===== config.mk =====
export PLATFORM = sky130hd
export DESIGN_NAME = lrf_out_framer
export DESIGN_NICKNAME = d
export VERILOG_FILES = /design/src/rtl/lrf_out_framer.sv
export SDC_FILE = /design/constraint.sdc
export NUM_CORES = 1
export LEC_CHECK = 0
export CAP_MARGIN = 20
export CORE_MARGIN = 8
export CORE_UTILIZATION = 57
export DETAILED_ROUTE_END_ITERATION = 12
export PLACE_DENSITY_LB_ADDON = 0.3
export SETUP_SLACK_MARGIN = 0.4
export SYNTH_ARGS = -nofsm -noshare
export SYNTH_HDL_FRONTEND = slang
export SYNTH_SLANG_ARGS = --single-unit

===== constraint.sdc =====
create_clock -name s_axis_aclk -period 4.5 [get_ports s_axis_aclk]
set_clock_uncertainty 0.05 [all_clocks]
set_input_delay 0.9 -clock s_axis_aclk [delete_from_list [all_inputs] [get_ports s_axis_aclk]]
set_output_delay 0.9 -clock s_axis_aclk [all_outputs]
set_load 0.005 [all_outputs]

===== src/rtl/lrf_out_framer.sv =====
// Output framing stage behind the LRF fusion core. It re-tags the stream with tuser on the start of each frame and tlast on the end of each row.
// A 2-entry skid buffer isolates the core from sink backpressure. Define LRF_OUT_FRAMER_CHECKSUM_EN to add a per-frame byte checksum.
module lrf_out_framer #(
  parameter int PIXELS_PER_BEAT = 16,
  parameter int IMAGE_DIM       = 512,
  parameter int DATA_WIDTH      = 8*PIXELS_PER_BEAT
) (
  input  logic                  s_axis_aclk,
  input  logic                  s_axis_aresetn,
  input  logic [DATA_WIDTH-1:0] s_axis_tdata,
  input  logic                  s_axis_tvalid,
  output logic                  s_axis_tready,
  input  logic                  s_axis_tlast,
  output logic [DATA_WIDTH-1:0] m_axis_tdata,
  output logic                  m_axis_tvalid,
  input  logic                  m_axis_tready,
  output logic                  m_axis_tlast,
  output logic                  m_axis_tuser,
  output logic [15:0]           frame_count,
  output logic                  tlast_err
`ifdef LRF_OUT_FRAMER_CHECKSUM_EN
  ,
  output logic [31:0]           frame_checksum,
  output logic                  checksum_valid
`endif
);

  localparam int BEATS_PER_ROW   = IMAGE_DIM / PIXELS_PER_BEAT;
  localparam int BEATS_PER_FRAME = BEATS_PER_ROW * IMAGE_DIM;
  localparam int COL_W = (BEATS_PER_ROW > 1) ? $clog2(BEATS_PER_ROW) : 1;
  localparam int ROW_W = (IMAGE_DIM > 1) ? $clog2(IMAGE_DIM) : 1;
  localparam logic [COL_W-1:0] COL_LAST = COL_W'(BEATS_PER_ROW - 1);
  localparam logic [ROW_W-1:0] ROW_LAST = ROW_W'(IMAGE_DIM - 1);

  if ((IMAGE_DIM % PIXELS_PER_BEAT) != 0 || BEATS_PER_FRAME < 1) begin : g_bad_cfg
    $error("lrf_out_framer: IMAGE_DIM must be a non-zero multiple of PIXELS_PER_BEAT");
  end

  typedef struct packed {
    logic [DATA_WIDTH-1:0] data;
    logic                  sof;
    logic                  eol;
    logic                  eof;
  } beat_t;

  logic [COL_W-1:0] col_q, col_d;
  logic [ROW_W-1:0] row_q, row_d;
  beat_t            main_q, main_d, skid_q, skid_d, in_beat;
  logic             main_valid_q, main_valid_d;
  logic             skid_valid_q, skid_valid_d;
  logic             s_ready_q, s_ready_d;
  logic [15:0]      frame_count_q, frame_count_d;
  logic             tlast_err_q, tlast_err_d;
  logic             accept, pop;
  logic             last_col, last_row, frame_end;

  assign accept = s_axis_tvalid & s_ready_q;
  assign pop    = main_valid_q & m_axis_tready;

  // Input tagging: position counters decide sof/eol/eof; an upstream tlast forces end of row and frame.
  always_comb begin
    last_col     = (col_q == COL_LAST);
    last_row     = (row_q == ROW_LAST);
    frame_end    = last_col & last_row;
    in_beat.data = s_axis_tdata;
    in_beat.sof  = (col_q == '0) && (row_q == '0);
    in_beat.eol  = last_col | s_axis_tlast;
    in_beat.eof  = frame_end | s_axis_tlast;
    tlast_err_d  = accept & (s_axis_tlast ^ frame_end);
  end

  always_comb begin
    col_d = col_q;
    row_d = row_q;
    if (accept) begin
      if (frame_end || s_axis_tlast) begin
        col_d = '0;
        row_d = '0;
      end else if (last_col) begin
        col_d = '0;
        row_d = row_q + 1'b1;
      end else begin
        col_d = col_q + 1'b1;
      end
    end
  end

  // Main register feeds the output; the skid register only fills when main is stalled, so ready can be registered.
  always_comb begin
    main_d       = main_q;
    main_valid_d = main_valid_q;
    skid_d       = skid_q;
    skid_valid_d = skid_valid_q;
    if (!main_valid_q || pop) begin
      if (skid_valid_q) begin
        main_d       = skid_q;
        main_valid_d = 1'b1;
        skid_valid_d = 1'b0;
      end else begin
        main_valid_d = accept;
        if (accept) begin
          main_d = in_beat;
        end
      end
    end else if (accept) begin
      skid_d       = in_beat;
      skid_valid_d = 1'b1;
    end
    s_ready_d     = ~skid_valid_d;
    frame_count_d = frame_count_q + {15'd0, pop & main_q.eof};
  end

  always_ff @(posedge s_axis_aclk or negedge s_axis_aresetn) begin
    if (!s_axis_aresetn) begin
      col_q         <= '0;
      row_q         <= '0;
      main_q        <= '0;
      main_valid_q  <= 1'b0;
      skid_q        <= '0;
      skid_valid_q  <= 1'b0;
      s_ready_q     <= 1'b0;
      frame_count_q <= '0;
      tlast_err_q   <= 1'b0;
    end else begin
      col_q         <= col_d;
      row_q         <= row_d;
      main_q        <= main_d;
      main_valid_q  <= main_valid_d;
      skid_q        <= skid_d;
      skid_valid_q  <= skid_valid_d;
      s_ready_q     <= s_ready_d;
      frame_count_q <= frame_count_d;
      tlast_err_q   <= tlast_err_d;
    end
  end

  assign s_axis_tready = s_ready_q;
  assign m_axis_tdata  = main_q.data;
  assign m_axis_tvalid = main_valid_q;
  assign m_axis_tlast  = main_q.eol;
  assign m_axis_tuser  = main_q.sof;
  assign frame_count   = frame_count_q;
  assign tlast_err     = tlast_err_q;

`ifdef LRF_OUT_FRAMER_CHECKSUM_EN
  logic [31:0] acc_q, acc_d;
  logic [31:0] csum_q, csum_d;
  logic        csum_valid_q, csum_valid_d;
  logic [31:0] beat_sum;

  // Sums the bytes of the beat currently leaving the output register.
  always_comb begin
    beat_sum = '0;
    for (int i = 0; i < PIXELS_PER_BEAT; i++) begin
      beat_sum = beat_sum + {24'd0, main_q.data[8*i +: 8]};
    end
  end

  always_comb begin
    acc_d        = acc_q;
    csum_d       = csum_q;
    csum_valid_d = 1'b0;
    if (pop) begin
      if (main_q.eof) begin
        csum_d       = acc_q + beat_sum;
        csum_valid_d = 1'b1;
        acc_d        = '0;
      end else begin
        acc_d = acc_q + beat_sum;
      end
    end
  end

  always_ff @(posedge s_axis_aclk or negedge s_axis_aresetn) begin
    if (!s_axis_aresetn) begin
      acc_q        <= '0;
      csum_q       <= '0;
      csum_valid_q <= 1'b0;
    end else begin
      acc_q        <= acc_d;
      csum_q       <= csum_d;
      csum_valid_q <= csum_valid_d;
    end
  end

  assign frame_checksum = csum_q;
  assign checksum_valid = csum_valid_q;
`endif

endmodule


==> run_results.csv, run 1 <==
group,metric,value,unit
floorplanning,initial_core_util,0.578,
synth,synth-edff-count,0,
floorplanning,core-area,0.0251,mm2
synth,ys_types,45,
worst_hold_path,hp-class,"in -> async",
floorplanning,die_height,176,um
synth,synth_nets,1149,
cells_and_area,nets,1303,
synth,avgSynthCellArea,14.4,um2
synth,yosysTopAreaCell,"dfrtp_1",
synth,seq_area_frac_synth,0.511,
route,drt-initial-drc-count,457,
synth,postSynthRegisterBits,296,
power_and_ir_drop,p_total,8.81,mW
sta,slew_violations,0,
synth,yosysTopAreaCellShare,0.511,
synth,synth.most_common_cell,"dfrtp_1",
clock_tree,post-cts-setup-buffer-count,0,
placed_design,place_ws,1.26,ns
power_and_ir_drop,switchingPower,2.25,mW
floorplanning,ios,282,
floorplanning,chipWidth,176,um
clock_tree,cts_tree,"yes",
placed_design,dp_cells,1456,
power_and_ir_drop,power.density,502,mW/mm2
cells_and_area,design_area,0.0175,mm2
synth,synth_ff_type,"dfrtp_1",
sta,timing_hold_violations_final,0,
job,maxCapViolations,0,
sta,tightestPinTransition,1.06,ns
clock_tree,cts_buffers,31,
placed_design,dp_hpwl,20.5,mm
clock_tree,cts_buffer_depth,3,
synth,async_reset_ff_frac,1.00,
global_route,antenna_found_initial,0,
synth,synth_cells,1005,
power_and_ir_drop,power_frac_clock,0.272,
power_and_ir_drop,pwr-share-comb,0.280,
cells_and_area,syn2layout_area_growth,21.0,%
critical_path,crit_type,"reg -> reg",
power_and_ir_drop,p_int,6.56,mW
cells_and_area,post-route-util,0.699,
route,ant_nets,0,
power_and_ir_drop,peakVddDrop,0.000357,V
route,vias_per_cell,5.37,
cells_and_area,fin_cells,1511,
synth,syn_area,0.0145,mm2
clock_tree,holdBufCountCts,0,
cells_and_area,drive_gt1_frac,0.327,
power_and_ir_drop,switching_share,0.256,
route,vias,8109,
synth,synth_warnings,0,
sta,period_needed,2.70,ns
outcome,outcome,"complete, no violations",
sta,fmax,0.370,GHz
placed_design,place_congestion,0.783,
sta,rsz0062_at_grt,"false",
sta,max-slew-margin-rel,0.296,
critical_path,crit_path_end_kind,"flop",
clock_tree,ctsResizeCount,0,
floorplanning,rows,58,
sta,final.setup.tns,0,ns
placed_design,post_dp_cell_area,0.0166,mm2
clock_tree,clock_sinks,296,
clock_tree,cts_max_level,1,
synth,synth.top_cells.by_count,"dfrtp_1 (296), mux2_2 (199), buf_4 (137)",
global_route,grt_usage,0.191,
clock_tree,cts-root-buf,"clkbuf_16",
critical_path,critPathArrivalTime,3.07,ns
sta,setup_slack,1.80,ns
sta,period_share,0.601,
critical_path,worstSetupStartpointType,"flop",
critical_path,path_max_fanout,68,
floorplanning,die_area,0.0308,mm2
synth,synth.area.top_cells,"dfrtp_1 (51%), mux2_2 (15%), mux2_4 (12%)",
clock_tree,clk_latency,0.55,ns
route,wl,29.8,mm
global_route,grt_max_degree,113,
route,first_pass_iters,4,
sta,whs,0.369,ns
power_and_ir_drop,seq_power_share,0.448,
sta,setup_violations,0,
critical_path,worst_ep_required_time,4.87,ns
route,wire_per_inst,19.7,um
global_route,grt_pass1_vias,8897,
clock_tree,clkTransAtPathRegs,0.06,ns
route,remaining_drc_errors,0,
global_route,grt_overflow_total,0,
placed_design,io_buffers,281,
global_route,grt_first_pass_wirelength,48.3,mm
power_and_ir_drop,p_leak,7.61,nW
## layout by cell type, fill, tap and decap left out, types with 10 or more instances in the layout
cell             Yosys  layout
mux2_1              69      69
inv_1               12      12
dfrtp_1            296     295
clkdlybuf4s50_1      0     280
clkbuf_16            0      31
nand2_1             25      25
buf_4              137      10
mux2_2             199     199
nand3_1             15      15
mux2_4             119     119
o21ai_0             15      15
ha_1                11      11
## cells by family (layout without fill, tap and decap cells)
group,Yosys count,after routing,synth area share
AO/OA/AOI/OAI,29,29,0.0129
XOR/XNOR,14,14,0.00845
adder cells (fa/ha/maj),11,11,0.00949
buffers and inverters,188,362,0.0964
flip-flops,296,296,0.511
multiplexers,387,387,0.331
other,0,2,0
AND/OR/NAND/NOR,80,80,0.0309
## per-layer routing
| metal | routed length (um) | part of all wire | vias up | global-route usage |
|---|---|---|---|---|
| li1 | - | - | 3720 | - |
| met1 | 12300 | 0.41 | 4146 | 0.238 |
| met2 | 14700 | 0.49 | 199 | 0.322 |
| met3 | 2110 | 0.071 | 44 | 0.0537 |
| met4 | 639 | 0.021 | 0 | 0.0523 |
| met5 | 0 | 0 | - | 0 |
## final cells by class
type                       instances  area, um2
fill                            1787       7560
antenna                            2       5.00
multi-input combinational        521       5700
sequential                       296       7410
timing repair buffer             297       3010
inverter                          12       45.0
clock inverter                     5       31.3
clock buffer                      48        930
tap                              330        413
## worst max-delay path, cell delays in order (launching register included)
cell and delay, ns:
dfrtp_4 1.12, a21oi_2 0.08, nor2_4 0.56, buf_12 0.34, mux2_2 0.38
## power groups by stage
stage	registers [mW]	clock network (mW)	logic, mW
after floorplan	3.76	0	1.88
after global placement	3.94	0	2.44
after detailed placement	3.97	0	2.51
after CTS	3.95	2.46	2.52
after global routing	4.04	2.57	2.65
final	3.94	2.40	2.47
## sequential cells by signal, summed over array words and instances (netlist names)
register and cells:
main_q 1, tlast_err 1, m_axis_tuser 1, skid_valid_q 1, m_axis_tlast 1, m_axis_tvalid 1, skid_q 131, frame_count 16
s_axis_tready 1, row_q 9, col_q 5, m_axis_tdata 128
## worst paths after layout
path	startpoint	end	slack (ns)	depth (start not counted)
setup / recovery	skid_valid_q	m_axis_tdata[123]	1.80	4
hold / removal	s_axis_aresetn	m_axis_tdata[92]	0.37	1
setup reg to reg	skid_valid_q	m_axis_tdata[123]	1.80	4
hold reg to reg	frame_count[15]	frame_count[15]	0.42	1
max in group asynchronous	s_axis_aresetn	skid_q[53]	2.97	2
min in group s_axis_aclk	frame_count[15]	frame_count[15]	0.42	1
Power figures use the tool's default switching activity.
==> inputs of run 2 (changes only) <==
Settings changed: CORE_UTILIZATION 57 to 47.
Clock period 4.5 ns to 2.4 ns, I/O delays scaled along.
==> run 2 against run 1 <==
Wire length up 4.4%. Non-clock buffer count up 38. Critical path depth is 3 lower. Final cell count is 7.1% higher. Sequential share of layout area is 1.7 points lower. Combinational power increased by 98%. Die area rose by 19%. Global-route usage fell by 2.4 points. Flip-flop and latch count stayed put. Cell area rose by 4.2%. First-iteration DRC count fell by 41%. Critical endpoint is now s_axis_tready.
==> run_results.csv, run 2 (synthesis results as in run 1) <==
group,metric,value,unit
cells_and_area,nFillCells,2364,
clock_tree,clkTransAtPathRegs,0.05,ns
route,ant_nets,0,
sta,timing_hold_violations_final,0,
floorplanning,die_area,0.0367,mm2
clock_tree,cts_buffers,34,
outcome,outcome,"complete, no violations",
critical_path,worstReg2RegStart,"row_q[0]",
sta,setup_slack,0.447,ns
global_route,grt_pass1_vias,8922,
power_and_ir_drop,switching_share,0.254,
sta,slew_violations,0,
critical_path,crit_type,"reg -> out",
power_and_ir_drop,p_int,12.8,mW
critical_path,crit_path_end_kind,"output pin",
power_and_ir_drop,pwr-share-comb,0.285,
power_and_ir_drop,power.density,936,mW/mm2
power_and_ir_drop,power_frac_clock,0.288,
power_and_ir_drop,switchingPower,4.35,mW
critical_path,r2r_cells,10,
cells_and_area,syn2layout_area_growth,26.0,%
power_and_ir_drop,p_leak,7.97,nW
clock_tree,cts_tree,"yes",
route,wire_per_inst,19.2,um
critical_path,cp-startpoint,"s_axis_tready",
placed_design,dp_hpwl,21.5,mm
worst_hold_path,min-delay-start,"skid_q[0]",
floorplanning,die_height,192,um
global_route,antenna_found_initial,1,
route,drt-initial-drc-count,271,
route,first_pass_iters,4,
placed_design,io_buffers,281,
sta,period_share,0.814,
critical_path,worst_ep_required_time,1.87,ns
critical_path,reg2reg_to,"col_q[1]",
clock_tree,clk_latency,0.50,ns
clock_tree,cts_buffer_depth,3,
worst_hold_path,hold-path-endpoint,"skid_q[0]",
placed_design,place_congestion,0.762,
floorplanning,core-area,0.0305,mm2
sta,fmax,0.512,GHz
route,remaining_drc_errors,0,
floorplanning,ios,282,
critical_path,rrSetupSlack,0.45,ns
floorplanning,rows,64,
sta,final.setup.tns,0,ns
cells_and_area,largest_reg_flops,131,
floorplanning,chipWidth,192,um
critical_path,path_max_fanout,2,
clock_tree,cts_max_level,2,
worst_hold_path,hp-class,"reg -> reg",
cells_and_area,layout_commonest_cell,"dfrtp_1",
critical_path,slowest_delay,0.55,ns
global_route,grt_overflow_total,0,
critical_path,critPathBufInv,1,
global_route,grt_usage,0.167,
critical_path,worstSetupStartpointType,"flop",
power_and_ir_drop,peakVddDrop,0.000530,V
critical_path,crit_slowest_cell,"clkdlybuf4s50_1",
sta,period_needed,1.95,ns
cells_and_area,top_register,"skid_q",
sta,rsz0062_at_grt,"true",
sta,tightestPinTransition,0.451,ns
worst_hold_path,holdPathStages,2,
cells_and_area,nets,1344,
critical_path,worstPathCellList,"clkdlybuf4s50_1",
critical_path,critPathArrivalTime,1.42,ns
global_route,grt_max_degree,61,
critical_path,cp_top_family,"buffers and inverters",
sta,setup_violations,0,
sta,max-slew-margin-rel,0.699,
clock_tree,clock_sinks,296,
job,maxCapViolations,0,
placed_design,place_ws,0.0335,ns
route,wl,31.1,mm
route,vias,8288,
cells_and_area,drive_gt1_frac,0.365,
floorplanning,initial_core_util,0.475,
route,vias_per_cell,5.12,
cells_and_area,final_cell_mix,"dfrtp_1 (289), clkdlybuf4s50_1 (272), mux2_2 (199), mux2_4 (119), mux2_1 (69)",
power_and_ir_drop,seq_power_share,0.427,
clock_tree,cts-root-buf,"clkbuf_16",
global_route,grt_first_pass_wirelength,49.6,mm
## run 2: cell types whose count changed in the layout (fill, tap and decap cells not counted), moves of 6 or more
cell             previous run  this run
clkdlybuf4s50_1           280       272
dfrtp_1                   295       289
buf_4                      10        36
buf_12                      6        17
dfrtp_2                     0         6
clkbuf_16                  31        37
## run 2: how the worst max path moves through the flow
stage	cells past startpoint	to	slack, ns
after floorplan	9	row_q[5]	0.40
after global placement	6	m_axis_tdata[104]	0.08
after detailed placement	7	frame_count[14]	0.03
after CTS	1	frame_count[13]	0.40
after global routing	10	col_q[2]	0.37
final	1	s_axis_tready	0.45
## run 2: worst register-to-register path: cells and delay by family (launching register included)
kind                       cells  cell delay (ns)
adders and majority gates      3             0.55
AOI/OAI and AO/OA              1             0.07
buffers and inverters          1             0.17
DFF                            1             0.41
and+or+nand+nor                5             0.58
## run 2: metrics by stage
| step | hold slack (ns) | cells | utilization | area, um2 | power [mW] |
|---|---|---|---|---|---|
| after floorplan | 0.134 | 1005 | - | 14500 | 10.6 |
| after global placement | 0.400 | 1536 | 0.555 | 16900 | 12.1 |
| after detailed placement | 0.400 | 1536 | 0.555 | 16900 | 12.2 |
| after CTS | 0.434 | 1608 | 0.594 | 18100 | 17.4 |
| after global routing | 0.450 | 1618 | 0.599 | 18300 | 18.1 |
| final | 0.431 | 1619 | 0.599 | 18300 | 17.1 |
## run 2: what timing repair did
item / 4_1_cts / 5_1_grt
gates resized for setup: 11 / 19
pin swaps: 3 / 5
hold buffers: 1 / 0
endpoints found under the setup margin: 19 / 25
buffers inserted: 13 / 10
endpoints found under the hold margin: 41 / 0
## run 2: routing by layer
| metal | track usage | share of wire |
|---|---|---|
| met2 | 0.274 | 0.49 |
| met3 | 0.0461 | 0.065 |
| met1 | 0.213 | 0.42 |
| met4 | 0.0521 | 0.020 |
| met5 | 0 | 0.00042 |
## run 2: layout make-up
class                      instances  area [um2]  area share
multi-input combinational        521        5810       0.318
clock inverter                     5        27.5     0.00151
timing repair buffer             335        3450       0.189
inverter                          12        45.0     0.00246
tap                              396         495      0.0271
clock buffer                      53        1040      0.0567
sequential                       296        7420       0.406
antenna                            1        2.50    0.000137
## run 2: power by group through the flow
stage	Sequential (mW)	Combinational, mW	Clock (mW)
floorplan	7.06	3.52	0
global placement	7.38	4.72	0
detailed placement	7.42	4.83	0
CTS	7.33	4.96	5.08
global route	7.50	5.26	5.30
finish	7.31	4.88	4.92
==> variant 1: new RTL, flow settings as in run 2 <==
The option `LRF_OUT_FRAMER_CHECKSUM_EN` is turned on by a define.
--- a/src/rtl/lrf_out_framer.sv
+++ b/src/rtl/lrf_out_framer.sv
@@ -1,5 +1,7 @@
 // Output framing stage behind the LRF fusion core. It re-tags the stream with tuser on the start of each frame and tlast on the end of each row.
 // A 2-entry skid buffer isolates the core from sink backpressure. Define LRF_OUT_FRAMER_CHECKSUM_EN to add a per-frame byte checksum.
+`define LRF_OUT_FRAMER_CHECKSUM_EN
+
 module lrf_out_framer #(
   parameter int PIXELS_PER_BEAT = 16,
   parameter int IMAGE_DIM       = 512,
Function (old outputs only; new: checksum_valid and frame_checksum): no difference found for any inputs over 4 cycles, from zero or initial values and one cycle with s_axis_aresetn low; that may be too few to reach the edited logic, so the function may still have changed.
==> variant 1 against run 2 <==
The run now ends with setup timing left. Sequential cell count grew 65. Critical endpoint is now acc_q[20]. Setup slack worse by 3.7 ns. Via count grew 73%. Wire length grew 79%. Synthesized area increased by 38%. Die area is 34% higher. Final area increased by 48%. Non-clock buffer count increased by 281. Sequential share of layout area is 7.2 points lower.
Power is not shown: default switching activity piles up to over one toggle a cycle in this logic, so the estimate is an artifact.
==> variant 1: results (changes against run 2) <==
critical_path:
  slowest_delay_ns: 0.64  # +0.09 ns
  cpMaxStageDelayCell: "fa_1"
  crit_path_end: "acc_q[20]"
  crit_family: "adder cells"
  ff2ff_path_depth: 17  # +7
  cp-startpoint: "m_axis_tdata[66]"
global_routing:
  grt_antenna_before_repair: 6  # +5
  grt_use_met1_pct: 28.26  # +6.9 points
  use_met3_pct: 4.742  # +0.13 points
  grt_pass1_wl_um: 87110  # +76%
  number_of_global_route_vias_before_repair: 15560  # +74%
  grt_start_max_net_pins: 72  # +18%
  gr-usage-all-layers_pct: 22.26  # +5.5 points
placed_design:
  port_buffers: 314  # +12%
  dpl-instance-area_mm2: 0.02458  # +45%
  place.gp.congestion: 0.8557  # +12%
  place_hpwl_um: 41460  # +93%
  dpl.cell_count: 2683  # +75%
detailed_routing:
  detail_route.first_pass.iterations: 6  # +2
  drt_first_iter_violations: 813  # +200%
  detail_route.wirelength_um: 55640  # +79%
  routedWlPerCell_um: 19.56  # +2.0%
cells_and_area:
  nonClockBufferCount: 616  # +84%
  antenna-diode-count: 5  # +4
  clock_buffer_count: 55  # +3.8%
  inverters: 220  # +208
  drive_above_1_share_pct: 28.78  # -7.7 points
  fin_nets: 2558  # +90%
  multi_input_cells: 1029  # +98%
  post_synthesis_to_final_layout_area_growth_pct: 35.42
  buf_share_pct: 20.61  # +1.8 points
  clock_cell_area_share_pct: 5.027  # -0.79 points
  multi_input_area_share_pct: 35.33  # +3.6 points
logic_synthesis:
  yosys-top-cells-count: "dfrtp_1, inv_1, nor2_1, a21oi_1, mux2_2"
  synth_sequential_area_ratio_pct: 45.22  # -5.8 points
  synth.lib_cells_used.distinct: 51  # +13%
  syn_nets: 2103  # +83%
  syn-mean-instance-area_um2: 11.01  # -24%
  netlist_top_cells_area: "dfrtp_1, fa_1, mux2_2"
clock_network:
  holdBufCountCts: 1  # unchanged
  cts_setup_buffers: 59  # +46
  clock_sink_count: 361  # +22%
  tritoncts.num_buffers: 41  # +21%
hold_path:
  hold_path.startpoint: "m_axis_tready"
  min_to: "m_axis_tvalid"
  min-delay-path-class: "input pin to flop"
timing:
  final.hold.worst_slack_ns: 0.2568  # -0.1746 ns
  worst-slew-pin-transition_ns: 0.6779  # +0.2271 ns
  worst_slack_ns: -3.284  # -3.731 ns
  final_total_negative_setup_slack_ns: -182.34  # -182.34 ns
  final-setup-viol-count: 63  # +63
status:
  run_status: "complete, but fails checks"
  violations: "setup timing"
[variant 1: cell types whose count changed after synthesis, moves of 117 or more]
cell            run 2  this run
inv_1              12       218
nor2_1              3       155
a21oi_1             1       142
mux2i_1             0       130
mux2_4            119         0
fa_1                0       117
[variant 1: metal layers]
layer,part of all wire (%),up-vias
li1,-,6731
met3,5.4,98
met1,42,7111
met5,0.023,-
met2,49,383
met4,3.2,2
[variant 1: cell families (layout without fill, tap and decap cells)]
kind of cell | Yosys count | count (layout) | share of synthesized area (%)
and+or+nand+nor | 313 | 313 | 6.764
buffers and inverters | 424 | 910 | 10.54
muxes | 267 | 267 | 14.24
xor gates and xnor gates | 48 | 48 | 2.104
AOI/OAI and AO/OA | 245 | 245 | 6.971
other | 0 | 5 | 0
DFF | 361 | 361 | 45.22
adders and majority gates | 156 | 156 | 14.17
==> variant 2: new RTL, config.mk and constraints of run 2 <==
Made on the original files. Register the output `frame_count` once more; this adds one clock of latency there. The other outputs are not delayed to match.
--- a/src/rtl/lrf_out_framer.sv
+++ b/src/rtl/lrf_out_framer.sv
@@ -139,7 +139,9 @@
   assign m_axis_tvalid = main_valid_q;
   assign m_axis_tlast  = main_q.eol;
   assign m_axis_tuser  = main_q.sof;
-  assign frame_count   = frame_count_q;
+  always_ff @(posedge s_axis_aclk) begin
+    frame_count <= frame_count_q;
+  end
   assign tlast_err     = tlast_err_q;
 
 `ifdef LRF_OUT_FRAMER_CHECKSUM_EN
Formal check against the unedited RTL: not equivalent (a bounded check fails within 4 cycles, from zero or initial values and one cycle with s_axis_aresetn low).
==> variant 2 against run 2 <==
Combinational power down 4%. Power up 4.6%. Via count down 0.14%. Global-route usage about the same. Sequential cell count up 16. Wire length up 1.0%. Fmax down 1.8%. Setup slack worse by 0.036 ns. Final area up 1.6%. Synthesized area up 0.51%.
==> variant 2: results (changes against run 2) <==
critical_path:
  timing.critical_path.to_type: "flop"
  ff2ff_path_depth: 11  # +1
  worstPathMaxFanout: 5  # +3
  crit_path_end: "row_q[1]"
  worst_ep_arrival_time_ns: 2.30  # +0.88 ns
global_routing:
  grt_start_max_net_pins: 72  # +18%
  grt_use_met1_pct: 21.84  # +0.51 points
  number_of_global_route_vias_before_repair: 8914  # -0.090%
  gr-usage-all-layers_pct: 16.77  # +0.032 points
  grtUsageMet2_pct: 27.86  # +0.46 points
  use_met3_pct: 3.649  # -0.96 points
placed_design:
  dpl-instance-area_mm2: 0.01711  # +1.0%
  place_hpwl_um: 21610  # +0.64%
  place.gp.congestion: 0.7683  # +0.87%
  place_ws_ns: 0.04685  # +0.01330 ns
cells_and_area:
  n_sequential_cell: 312  # +5.4%
  layout.filler_cells: 2321  # -1.8%
  multiInputGateArea_mm2: 0.005617  # -3.3%
  fin_nets: 1359  # +1.1%
  clock_buffer_count: 52  # -1.9%
  buf_share_pct: 18.56  # -0.30 points
  post_synthesis_to_final_layout_area_growth_pct: 27.34
  multi_input_cells: 522  # +0.19%
  drive_above_1_share_pct: 33.82  # -2.7 points
logic_synthesis:
  async_reset_ff_share_pct: 94.87  # -5.1 points
  syn_nets: 1166  # +1.5%
  yosys-top-cells-count: "dfrtp_1, mux2_2, buf_4, mux2_1, mux2_4"
  synth_cells: 1022  # +1.7%
pwr:
  leakagePower_uw: 0.007920  # -0.61%
  p_sw_uw: 4429  # +1.9%
  power.clock.fraction_pct: 31.2  # +2.4 points
  irDropWorstVdd_v: 0.0005639  # +6.5%
detailed_routing:
  detail_route.first_pass.iterations: 6  # +2
  drt_first_iter_violations: 342  # +26%
  top_layer_used: "met4"
  wl_met1_um: 13410  # +2.3%
clock_network:
  cts.repair.resized: 5  # -6
status:
  run_status: "completed"
timing:
  final.hold.worst_slack_ns: 0.3468  # -0.08458 ns
==> variant 2: changes by cell type after synthesis, sizes merged <==
cell,delta
dfxtp,+16
nand2b,+1
==> variant 2: logic make-up (layout without fill, tap and decap cells) <==
| family | after synthesis | count (layout) | synth area share, % |
|---|---|---|---|
| AOI/OAI and AO/OA | 29 | 29 | 1.287 |
| xor gates and xnor gates | 14 | 14 | 0.8410 |
| adders and majority gates | 11 | 11 | 0.9439 |
| buffers and inverters | 188 | 405 | 9.225 |
| DFF | 312 | 312 | 53.00 |
| muxes | 387 | 387 | 31.59 |
| other | 0 | 1 | 0 |
| and+or+nand+nor | 81 | 81 | 3.115 |
==> variant 2: critical path, stage by stage (launching register included) <==
cell and delay (ns):
dfrtp_1 0.37, ha_2 0.20, nand3_2 0.10, nor3_2 0.14, ha_2 0.22, nand2_4 0.06
ha_4 0.18, buf_6 0.13, buf_4 0.12, buf_4 0.12, nand3_1 0.08, o21ai_0 0.10
